File: src/rtl/positron_sequencer_pkg.sv
// Shared definitions for the positron sequencer: the FSM state type and a
// ceiling log2 helper used to size counters.
package posit_defines;

    typedef enum logic [1:0] {
        IDLE     = 2'd0,
        STREAM   = 2'd1,
        WAIT_RES = 2'd2,
        DONE     = 2'd3
    } positron_seq_state_t;

    // Ceiling log2, never less than 1 so a single-word window still gets a
    // legal one-bit counter.
    function automatic int log2(input int value);
        int result;
        result = 0;
        while ((1 << result) < value) begin
            result = result + 1;
        end
        if (result < 1) begin
            result = 1;
        end
        return result;
    endfunction

endpackage

File: src/rtl/positron_sequencer.sv
// Positron sequencer: streams windows of NB_UPSTREAM_POSITRON posit words
// from an upstream source to a positron, then waits for each window's
// end-of-window result and forwards it downstream. Runs num_windows_i
// windows per start command.
// Optional feature macro: POSITRON_SEQ_PERF_CNT_EN adds win_done_cnt_o, a
// saturating count of forwarded results since reset.
module positron_sequencer
    import posit_defines::*;
#(
    parameter int POSIT_WIDTH          = 4,
    parameter int NB_UPSTREAM_POSITRON = 784,
    parameter int WIN_CNT_WIDTH        = 16
) (
    input  logic                     clk,
    input  logic                     rst_n,
    input  logic                     start_i,
    input  logic [WIN_CNT_WIDTH-1:0] num_windows_i,
    output logic                     busy_o,
    output logic                     done_o,
    input  logic                     rts_i,
    output logic                     rtr_o,
    input  logic [POSIT_WIDTH-1:0]   posit_i,
    output logic                     rts_o,
    input  logic                     rtr_i,
    output logic                     sow_o,
    output logic                     eow_o,
    output logic [POSIT_WIDTH-1:0]   posit_o,
    input  logic                     res_rts_i,
    input  logic                     res_eow_i,
    input  logic [POSIT_WIDTH-1:0]   res_posit_i,
    output logic                     res_rtr_o,
    output logic                     out_rts_o,
    input  logic                     out_rtr_i,
    output logic [POSIT_WIDTH-1:0]   out_posit_o
`ifdef POSITRON_SEQ_PERF_CNT_EN
    ,
    output logic [31:0]              win_done_cnt_o
`endif
);

    localparam int CNT_W = log2(NB_UPSTREAM_POSITRON);
    localparam logic [CNT_W-1:0] LAST_WORD = CNT_W'(NB_UPSTREAM_POSITRON - 1);

    positron_seq_state_t     state;
    positron_seq_state_t     next_state;
    logic [CNT_W-1:0]        word_cnt;
    logic [WIN_CNT_WIDTH-1:0] win_left;
    logic                    last_word;
    logic                    word_xfer;
    logic                    res_xfer;
    logic                    launch;

    assign last_word = (word_cnt == LAST_WORD);
    assign word_xfer = (state == STREAM) && rts_i && rtr_i;
    assign res_xfer  = (state == WAIT_RES) && res_rts_i && res_eow_i && out_rtr_i;
    assign launch    = (state == IDLE) && start_i && (num_windows_i != '0);

    // State register.
    always_ff @(posedge clk or negedge rst_n) begin
        if (!rst_n) begin
            state <= IDLE;
        end else begin
            state <= next_state;
        end
    end

    // Next-state decode and all handshake/status outputs.
    always_comb begin
        next_state  = state;
        busy_o      = 1'b0;
        done_o      = 1'b0;
        rts_o       = 1'b0;
        rtr_o       = 1'b0;
        sow_o       = 1'b0;
        eow_o       = 1'b0;
        posit_o     = '0;
        res_rtr_o   = 1'b0;
        out_rts_o   = 1'b0;
        out_posit_o = '0;
        case (state)
            IDLE: begin
                if (start_i) begin
                    next_state = (num_windows_i != '0) ? STREAM : DONE;
                end
            end
            STREAM: begin
                busy_o  = 1'b1;
                rts_o   = rts_i;
                rtr_o   = rtr_i;
                posit_o = posit_i;
                sow_o   = (word_cnt == '0);
                eow_o   = last_word;
                if (word_xfer && last_word) begin
                    next_state = WAIT_RES;
                end
            end
            WAIT_RES: begin
                busy_o      = 1'b1;
                // Intermediate (non end-of-window) results are drained here
                // and never reach the output port.
                res_rtr_o   = out_rtr_i || (res_rts_i && !res_eow_i);
                out_rts_o   = res_rts_i && res_eow_i;
                out_posit_o = res_posit_i;
                if (res_xfer) begin
                    next_state = (win_left == WIN_CNT_WIDTH'(1)) ? DONE : STREAM;
                end
            end
            DONE: begin
                done_o     = 1'b1;
                next_state = IDLE;
            end
            default: begin
                next_state = IDLE;
            end
        endcase
    end

    // Word position within the window and remaining window count.
    always_ff @(posedge clk or negedge rst_n) begin
        if (!rst_n) begin
            word_cnt <= '0;
            win_left <= '0;
        end else begin
            if (launch) begin
                word_cnt <= '0;
                win_left <= num_windows_i;
            end
            if (word_xfer) begin
                word_cnt <= last_word ? '0 : word_cnt + 1'b1;
            end
            if (res_xfer && (win_left != '0)) begin
                win_left <= win_left - 1'b1;
            end
        end
    end

`ifdef POSITRON_SEQ_PERF_CNT_EN
    // Saturating count of results forwarded downstream.
    always_ff @(posedge clk or negedge rst_n) begin
        if (!rst_n) begin
            win_done_cnt_o <= '0;
        end else if (res_xfer && (win_done_cnt_o != '1)) begin
            win_done_cnt_o <= win_done_cnt_o + 1'b1;
        end
    end
`endif

endmodule

File: config.mk
export PLATFORM = sky130hd
export DESIGN_NAME = positron_sequencer
export DESIGN_NICKNAME = d
export VERILOG_FILES = /design/src/rtl/positron_sequencer_pkg.sv /design/src/rtl/positron_sequencer.sv
export SDC_FILE = /design/constraint.sdc
export NUM_CORES = 1
export LEC_CHECK = 0
export ABC_AREA = 1
export ABC_CLOCK_PERIOD_IN_PS = 1900
export BUFFER_PORTS_ARGS = -buffer_cell sky130_fd_sc_hd__buf_2
export CORE_MARGIN = 5
export CORE_UTILIZATION = 30
export CTS_CLUSTER_SIZE = 10
export DETAILED_ROUTE_END_ITERATION = 10
export PLACE_DENSITY = 0.5
export SKIP_LAST_GASP = 1
export SYNTH_ARGS = -nofsm -noshare
export SYNTH_HDL_FRONTEND = slang
export SYNTH_SLANG_ARGS = --single-unit
File: constraint.sdc
create_clock -name clk -period 1.9 [get_ports clk]
set_input_delay 0.38 -clock clk [delete_from_list [all_inputs] [get_ports clk]]
set_output_delay 0.38 -clock clk [all_outputs]
set_load 0.02 [all_outputs]
==> flow_summary.yaml, run 1 <==
floorplan:
  io_pins: 48
  die_w_um: 97.1
  die_y_um: 97.1
  die_area_mm2: 0.00942
  core_area_mm2: 0.00733
  initial_utilization_pct: 31.0
  row_count: 31
clock_network:
  clock_path_buffers: 2
  clkSinkCount: 28
  clock_latency_ns: 0.28
  clkTransAtPathRegs_ns: 0.11
  cts_tree: "yes"
  cts_buffers: 3
  clockRootBuffer: "clkbuf_8"
  hold_buffers: 0
  cts_htree_levels: 1
synthesis:
  synth-main-ff-cell: "dfrtp_1"
  ys_seq_area_share_pct: 30.8
  synth-seq-cells: 28
  avgSynthCellArea_um2: 6.23
  synth.cell_area_mm2: 0.00227
  yosysWarnings: 0
  syn_nets: 406
  synth_cell_types: 29
  synth_async_sr_flop_share_pct: 100
  synth-edff-count: 0
  syn_inst: 365
  synthTopCellsByArea: "dfrtp_1, nand2_1, nand3_1"
  yosysTopAreaCell: "dfrtp_1"
  synth_top_area_share_pct: 30.8
cells_and_area:
  nNetsFinal: 466
  area_delta_synth_final_pct: 24.7
  drive_above_1_share_pct: 21.7
  diodes: 0
  final_cell_area_mm2: 0.00284
  fillers: 801
routing:
  drc: 0
  routed_wl_mm: 6.46
  wl_per_cell_um: 12.4
  vias_per_cell: 4.59
  ant_nets: 0
  drt_iter0_drc: 81
  firstDrtPassIters: 4
  vias: 2398
timing:
  worstMarginPinSlew_ns: 0.668
  drv_slew: 0
  fin_ws_ns: 0.0380
  period_needed_ns: 1.86
  hold_viol: 0
  finalCritPeriodShare_pct: 98.0
  holdWs_ns: 0.116
  tns_ns: 0
  rsz0062_at_grt: "true"
  clock_skew_ns: 0.00907
  maxSlewHeadroom_pct: 55.4
  fmax_mhz: 537
  finalSetupViolations: 0
pwr:
  vdd_drop_max_mv: 0.666
  p_sw_w: 0.00160
  combPwrFrac_pct: 54.5
  p_clk_share_pct: 14.3
  power_frac_seq_pct: 31.1
  p_sw_share_pct: 47.1
  intPower_w: 0.00180
  p_leak_nw: 1.58
  power_density_mw_per_mm2: 1200
setup_path:
  crit_path_top_delay_cell: "dfrtp_2"
  path_class: "reg -> out"
  worstPathArrival_ns: 1.48
  path_cells: "inv_1 > ha_1 > nand4_1 > nor4_2 > buf_4"
  path_buf_inv: 2
  critPathMaxFanout: 3
  critPathTopFamily: "flip-flops"
  crit_path_start_kind: "flop"
  critical-path-max-stage-delay_ns: 0.45
  r2r-start: "win_left[1]"
  required_ns: 1.52
  cp-startpoint: "word_cnt[0]"
  end_kind: "primary output"
place:
  post-place-ws_ns: 0.130
  hpwlAfterDp_mm: 5.09
  port_buffers: 47
  routabilityCongestion: 0.846
  dpl_cell_area_mm2: 0.00268
flow_run:
  drv_cap: 0
global_routing:
  grt_use_total_pct: 13.6
  overflow: 0
  grt_max_degree: 29
  first_global_vias: 2366
  grt_first_pass_wirelength_mm: 10.9
  antenna_found_initial: 0
min_path:
  hp-class: "in -> async"
status:
  status: "finished, final reports clean"
[power by group through the flow]
stage | logic (W) | clock network, W | registers, W
floorplan | 0.00129 | 0 | 0.000988
global placement | 0.00175 | 0 | 0.00106
detailed placement | 0.00177 | 0 | 0.00106
CTS | 0.00180 | 0.000496 | 0.00105
global route | 0.00214 | 0.000524 | 0.00109
finish | 0.00186 | 0.000487 | 0.00106
[layout by cell type (no fill, tap or decap), types with 2 or more instances in the layout]
cell / n
buf_2: 45
buf_4: 16
clkbuf_8: 3
dfrtp_1: 26
dfrtp_2: 2
ha_1: 6
ha_4: 2
inv_1: 40
inv_2: 4
inv_4: 2
nand2_1: 144
nand2_2: 3
nand2_4: 2
nand3_1: 36
nand3b_1: 6
nand4_1: 8
nor2_1: 39
nor2_2: 6
nor3_1: 2
o21ai_0: 11
o21ai_1: 4
o22ai_1: 2
xnor2_1: 3
xor2_1: 2
[metrics by stage]
stage / util (%) / total power, W / std cells
5_1_grt: 38.7 / 0.00375 / 523
3_3_place_gp: 36.6 / 0.00281 / 516
3_5_place_dp: 36.6 / 0.00282 / 516
2_1_floorplan: - / 0.00228 / 365
6_report: 38.7 / 0.00340 / 523
4_1_cts: 37.9 / 0.00335 / 521
[per-layer routing]
metal | vias up | routed length (um) | track usage, % | part of all wire [%]
met3 | 8 | 495 | 3.73 | 7.7
li1 | 1254 | - | - | -
met4 | 0 | 79 | 2.59 | 1.2
met5 | - | 0 | 0 | 0
met1 | 1066 | 3130 | 18.9 | 48
met2 | 70 | 2750 | 21.2 | 43
[sequential cells by signal, summed over array words and instances (netlist names)]
register / flops
win_left: 16
state: 2
word_cnt: 10
[synth_stat cells, drive strengths merged, types with 3 or more instances]
master	number
nand2	150
nand3b	6
ha	9
nand3	37
nand4	8
inv	46
xnor2	3
o21ai	15
nor2	46
dfrtp	28
buf	5
[final timing paths]
| check | endpoint | slack (ns) | cells after the start |
|---|---|---|---|
| min in group clk | win_left[6] | 0.39 | 3 |
| min reg2reg | win_left[14] | 0.53 | 2 |
| max reg2reg | win_left[8] | 0.15 | 10 |
| max | sow_o | 0.04 | 5 |
| max in group asynchronous | state[0] | 1.31 | 1 |
| min | win_left[5] | 0.12 | 1 |
[area by class of cell]
| type | count | area (um2) | area share (%) |
|---|---|---|---|
| timing repair buffer | 62 | 357 | 12.6 |
| sequential | 28 | 703 | 24.8 |
| inverter | 46 | 178 | 6.26 |
| clock buffer | 3 | 41.3 | 1.46 |
| clock inverter | 1 | 30.0 | 1.06 |
| tap | 99 | 124 | 4.37 |
| multi-input combinational | 284 | 1400 | 49.5 |
[kinds of logic after synthesis]
kind of cell	count (synthesis)	share of synthesized area, %
XOR/XNOR	5	1.93
adder cells (fa/ha/maj)	9	4.95
buffers and inverters	53	9.52
AND/OR/NAND/NOR	251	48.4
flip-flops	28	30.8
AO/OA/AOI/OAI	19	4.40
[timing repair]
action	4_1_cts	5_1_grt
pin swaps	0	0
buffers inserted	1	2
setup endpoints to repair	3	21
resized for setup	4	16
(Power assumes the default switching activity.)
==> run 2: changes to the inputs <==
--- a/config.mk
+++ b/config.mk
@@ -12,6 +12,7 @@
 export CORE_UTILIZATION = 30
 export CTS_CLUSTER_SIZE = 10
 export DETAILED_ROUTE_END_ITERATION = 10
+export GPL_TIMING_DRIVEN = 0
 export PLACE_DENSITY = 0.5
 export SKIP_LAST_GASP = 1
 export SYNTH_ARGS = -nofsm -noshare
==> flow_summary.yaml, run 2 (synthesis results as in run 1) <==
clock_network:
  cts_htree_levels: 1
  clkSinkCount: 28
  cts_buffers: 3
  cts_tree: "yes"
  clockRootBuffer: "clkbuf_8"
  clkTransAtPathRegs_ns: 0.11
  clock_path_buffers: 2
  hold_buffers: 0
  clock_latency_ns: 0.28
setup_path:
  crit_path_top_delay_cell: "dfrtp_2"
  required_ns: 1.52
  critPathMaxFanout: 8
  critical-path-max-stage-delay_ns: 0.44
  cp-startpoint: "state[0]"
  path_cells: "inv_2 > ha_2 > buf_6 > nand2_2 > nor2_4 > buf_4"
  crit_path_start_kind: "flop"
  end_kind: "primary output"
  path_class: "reg -> out"
  worstPathArrival_ns: 1.46
  r2r-start: "state[0]"
cells_and_area:
  largest_reg_flops: 16
  area_delta_synth_final_pct: 32.8
  largestRegisters: "win_left: 16 flops, word_cnt: 10 flops, state: 2 flops"
  final_common_cell: "nand2_1"
  diodes: 0
  nNetsFinal: 479
  final_cell_mix: "nand2_1, buf_2, nor2_1"
  top_register: "win_left"
  drive_above_1_share_pct: 26.8
place:
  hpwlAfterDp_mm: 5.01
  routabilityCongestion: 0.821
  port_buffers: 47
  post-place-ws_ns: -0.146
timing:
  drv_slew: 0
  finalCritPeriodShare_pct: 97.0
  worstMarginPinSlew_ns: 0.677
  fin_ws_ns: 0.0562
  finalSetupViolations: 0
  hold_viol: 0
  period_needed_ns: 1.84
  fmax_mhz: 542
  clock_skew_ns: 0.00787
  rsz0062_at_grt: "true"
  maxSlewHeadroom_pct: 54.8
  holdWs_ns: 0.125
  tns_ns: 0
global_routing:
  antenna_found_initial: 0
  overflow: 0
  grt_max_degree: 29
  grt_use_total_pct: 14.2
  first_global_vias: 2441
  grt_first_pass_wirelength_mm: 11.3
routing:
  routed_wl_mm: 6.86
  vias_per_cell: 4.63
  vias: 2479
  firstDrtPassIters: 4
  wl_per_cell_um: 12.8
  ant_nets: 0
  drt_iter0_drc: 113
  drc: 0
pwr:
  vdd_drop_max_mv: 0.556
  intPower_w: 0.00191
  power_frac_seq_pct: 29.9
  p_clk_share_pct: 13.6
  p_sw_w: 0.00169
  power_density_mw_per_mm2: 1190
  combPwrFrac_pct: 56.5
  p_sw_share_pct: 46.9
  p_leak_nw: 1.65
floorplan:
  core_area_mm2: 0.00733
  initial_utilization_pct: 31.0
  row_count: 31
  die_y_um: 97.1
  die_w_um: 97.1
  io_pins: 48
  die_area_mm2: 0.00942
flow_run:
  drv_cap: 0
min_path:
  hp-class: "in -> async"
status:
  status: "finished, final reports clean"
-- run 2: cell count changes in the layout (fill, tap and decap cells not counted), sizes merged --
| cell | change |
|---|---|
| buf | +11 |
| clkbuf | +2 |
-- run 2: timing repair --
| item | in CTS | in global routing |
|---|---|---|
| resized for setup | 17 | 42 |
| endpoints found under the setup margin | 22 | 26 |
| cloned | 0 | 1 |
| buffers inserted | 6 | 15 |
| pin swaps | 2 | 9 |
-- run 2: layer usage --
metal	up-vias	wire length, um	track usage [%]
met5	-	0	0
met4	0	24	2.16
met3	2	438	3.23
met2	55	3140	23.5
met1	1136	3250	19.2
li1	1286	-	-
-- run 2: worst paths after layout --
| check | cells after the start | end | slack, ns |
|---|---|---|---|
| worst max-delay path | 6 | out_rts_o | 0.06 |
| worst min-delay path | 1 | win_left[3] | 0.12 |
| worst max register to register | 11 | win_left[7] | 0.12 |
| worst min register to register | 2 | win_left[14] | 0.54 |
| max in group asynchronous | 1 | word_cnt[0] | 1.30 |
| min in group clk | 3 | win_left[6] | 0.38 |
-- run 2: power groups by stage --
stage | Clock (W) | Sequential, W | Combinational (W)
finish | 0.000488 | 0.00108 | 0.00203
global route | 0.000527 | 0.00110 | 0.00232
CTS | 0.000508 | 0.00105 | 0.00186
detailed placement | 0 | 0.00107 | 0.00169
global placement | 0 | 0.00107 | 0.00167
floorplan | 0 | 0.000988 | 0.00129
-- run 2: critical path: cells and delay by family, from the launching register on --
kind,cells,cell delay (ns)
buf+inv,3,0.36
flops,1,0.44
simple gates,2,0.21
fa+ha+maj,1,0.17
-- run 2: metrics by stage --
stage	utilization (%)	cell area [um2]	cells	total power (W)
after global placement	35.9	2630	511	0.00274
after CTS	38.1	2790	521	0.00342
after floorplan	-	2270	365	0.00228
final	41.2	3020	536	0.00360
after global routing	41.2	3020	536	0.00395
after detailed placement	35.9	2630	511	0.00276
-- run 2: layout make-up --
type / instances / area, um2
fillers: 797 / 4310
flip-flops and latches: 28 / 703
multi-input cells: 284 / 1460
plain buffers: 6 / 46.3
well taps: 99 / 124
clock buffers: 3 / 41.3
repair buffers: 69 / 434
inverters: 46 / 183
clock inverters: 1 / 30.0
==> run 3: changes to the inputs <==
--- a/config.mk
+++ b/config.mk
@@ -5,7 +5,6 @@
 export SDC_FILE = /design/constraint.sdc
 export NUM_CORES = 1
 export LEC_CHECK = 0
-export ABC_AREA = 1
 export ABC_CLOCK_PERIOD_IN_PS = 1900
 export BUFFER_PORTS_ARGS = -buffer_cell sky130_fd_sc_hd__buf_2
 export CORE_MARGIN = 5
@@ -13,7 +12,7 @@
 export CTS_CLUSTER_SIZE = 10
 export DETAILED_ROUTE_END_ITERATION = 10
 export GPL_TIMING_DRIVEN = 0
-export PLACE_DENSITY = 0.5
+export PLACE_DENSITY = 0.51
 export SKIP_LAST_GASP = 1
 export SYNTH_ARGS = -nofsm -noshare
 export SYNTH_HDL_FRONTEND = slang
==> flow_summary.yaml, run 3 <==
status:
  status: "complete, but fails checks"
  failed_checks: "negative setup slack"
floorplan:
  core_area_mm2: 0.00639
  die_y_um: 91.1
  die_w_um: 91.1
  die_area_mm2: 0.00830
  initial_utilization_pct: 30.9
  row_count: 29
  io_pins: 48
timing:
  finalSetupViolations: 21
  finalCritPeriodShare_pct: 109
  holdWs_ns: 0.112
  clock_skew_ns: 0.0149
  worstMarginPinSlew_ns: 0.663
  fmax_mhz: 482
  rsz0062_at_grt: "true"
  hold_viol: 0
  drv_slew: 0
  fin_ws_ns: -0.175
  maxSlewHeadroom_pct: 55.8
  period_needed_ns: 2.07
place:
  post-place-ws_ns: -0.507
  routabilityCongestion: 0.779
  placed_cells: 348
  hpwlAfterDp_mm: 4.09
  port_buffers: 47
cells_and_area:
  largest_reg_flops: 16
  diodes: 0
  drive_above_1_share_pct: 51.4
  nNetsFinal: 365
  utilization_pct: 50.2
  top_register: "win_left"
  largestRegisters: "win_left: 16 flops, word_cnt: 10 flops, state: 2 flops"
  final_cell_mix: "buf_2, buf_4, dfrtp_1"
  final_common_cell: "buf_2"
  fillers: 592
  final_cells: 400
  area_delta_synth_final_pct: 62.4
global_routing:
  grt_use_total_pct: 13.9
  overflow: 0
  antenna_found_initial: 0
  grt_max_degree: 29
  first_global_vias: 2000
  grt_first_pass_wirelength_mm: 9.67
routing:
  ant_nets: 0
  wl_per_cell_um: 16.7
  vias_per_cell: 5.57
  routed_wl_mm: 6.66
  firstDrtPassIters: 4
  drc: 0
  vias: 2227
  drt_iter0_drc: 201
clock_network:
  clock_path_buffers: 2
  clockRootBuffer: "clkbuf_8"
  clock_latency_ns: 0.28
  clkSinkCount: 28
  cts_tree: "yes"
  clkTransAtPathRegs_ns: 0.11
  cts_buffers: 3
  cts_htree_levels: 1
synthesis:
  synth_async_sr_flop_share_pct: 100
  syn_nets: 265
  synth_common_cells: "dfrtp_1, o21ai_0, nor2_1"
  synth_top_area_share_pct: 35.5
  synth.cell_area_mm2: 0.00197
  synth-edff-count: 0
  synth-seq-cells: 28
  synthTopCellsByArea: "dfrtp_1, ha_1, o21ai_0"
  synth-main-ff-cell: "dfrtp_1"
  syn_inst: 224
  ys_seq_area_share_pct: 35.5
  yosysMostFrequentCell: "dfrtp_1"
  synth_cell_types: 52
  avgSynthCellArea_um2: 8.81
  yosysWarnings: 0
  yosysTopAreaCell: "dfrtp_1"
pwr:
  power_density_mw_per_mm2: 1260
  p_leak_nw: 1.37
  vdd_drop_max_mv: 0.736
setup_path:
  critPathMaxFanout: 3
  path_class: "reg -> out"
  r2r-start: "win_left[0]"
  end_kind: "primary output"
  reg2reg_slack_ns: -0.10
  crit_path_top_delay_cell: "or4_4"
  path_cells: "or4_4 > nor3_4 > and2_4 > buf_6"
  reg2regPathDepth: 6
  worstPathArrival_ns: 1.69
  cp-startpoint: "word_cnt[7]"
  crit_path_start_kind: "flop"
  rr_endpoint: "win_left[10]"
  required_ns: 1.52
  crit_path_end: "eow_o"
  critical-path-max-stage-delay_ns: 0.60
flow_run:
  drv_cap: 0
min_path:
  hp-class: "in -> async"
[run 3: routing by layer]
layer	track usage, %	wire length [um]
met3	2.15	531
met5	0	0
met1	20.4	2990
met2	21.2	3020
met4	3.79	122
[run 3: cell type report]
cell class,count,area (um2),area share [%]
inverters,8,30.0,0.937
repair buffers,96,691,21.6
flip-flops and latches,28,706,22.0
well taps,77,96.3,3.01
clock inverters,1,30.0,0.937
multi-input cells,179,1520,47.3
clock buffers,3,41.3,1.29
plain buffers,8,93.8,2.93
[run 3: cell families (layout without fill, tap and decap cells)]
group	Yosys count	in the layout	synth area share, %
AOI/OAI and AO/OA	62	62	21.4
adders and majority gates	9	9	5.71
buffers and inverters	18	116	4.44
DFF	28	28	35.5
muxes	3	3	1.59
and+or+nand+nor	104	105	31.4
[run 3: worst min-delay path by stage]
stage                      from           to  cells past startpoint
after floorplan           rst_n     state[0]                      0
after global placement    rst_n  win_left[5]                      1
after detailed placement  rst_n  win_left[7]                      1
after CTS                 rst_n  win_left[7]                      1
after global routing      rst_n  win_left[7]                      1
final                     rst_n  win_left[7]                      1
[run 3: worst max-delay path, delay by kind of cell (launching register included)]
| family | cells | cell delay, ns |
|---|---|---|
| buffers and inverters | 1 | 0.11 |
| and+or+nand+nor | 3 | 0.90 |
| DFF | 1 | 0.41 |
[run 3: what timing repair did]
action / CTS / global route
gates cloned: 1 / 3
resized for setup: 32 / 67
hold buffers: 0 / 0
pin swaps: 9 / 22
setup buffers: 23 / 24
setup endpoints to repair: 35 / 34
[run 3: report_power, final]
group	internal, W	total [W]	switching [W]
Combinational	0.00126	0.00242	0.00116
Sequential	0.000806	0.00113	0.000325
Clock	0.000282	0.000485	0.000203
Total	0.00235	0.00403	0.00168
[run 3: through the flow]
| step | cell area, um2 | setup TNS (ns) | total power (W) |
|---|---|---|---|
| after floorplan | 2010 | -0.0480 | 0.00214 |
| after global placement | 2340 | -11.99 | 0.00258 |
| after detailed placement | 2340 | -11.36 | 0.00258 |
| final | 3200 | -1.35 | 0.00403 |
| after global routing | 3200 | -3.27 | 0.00430 |
| after CTS | 2730 | -1.51 | 0.00345 |
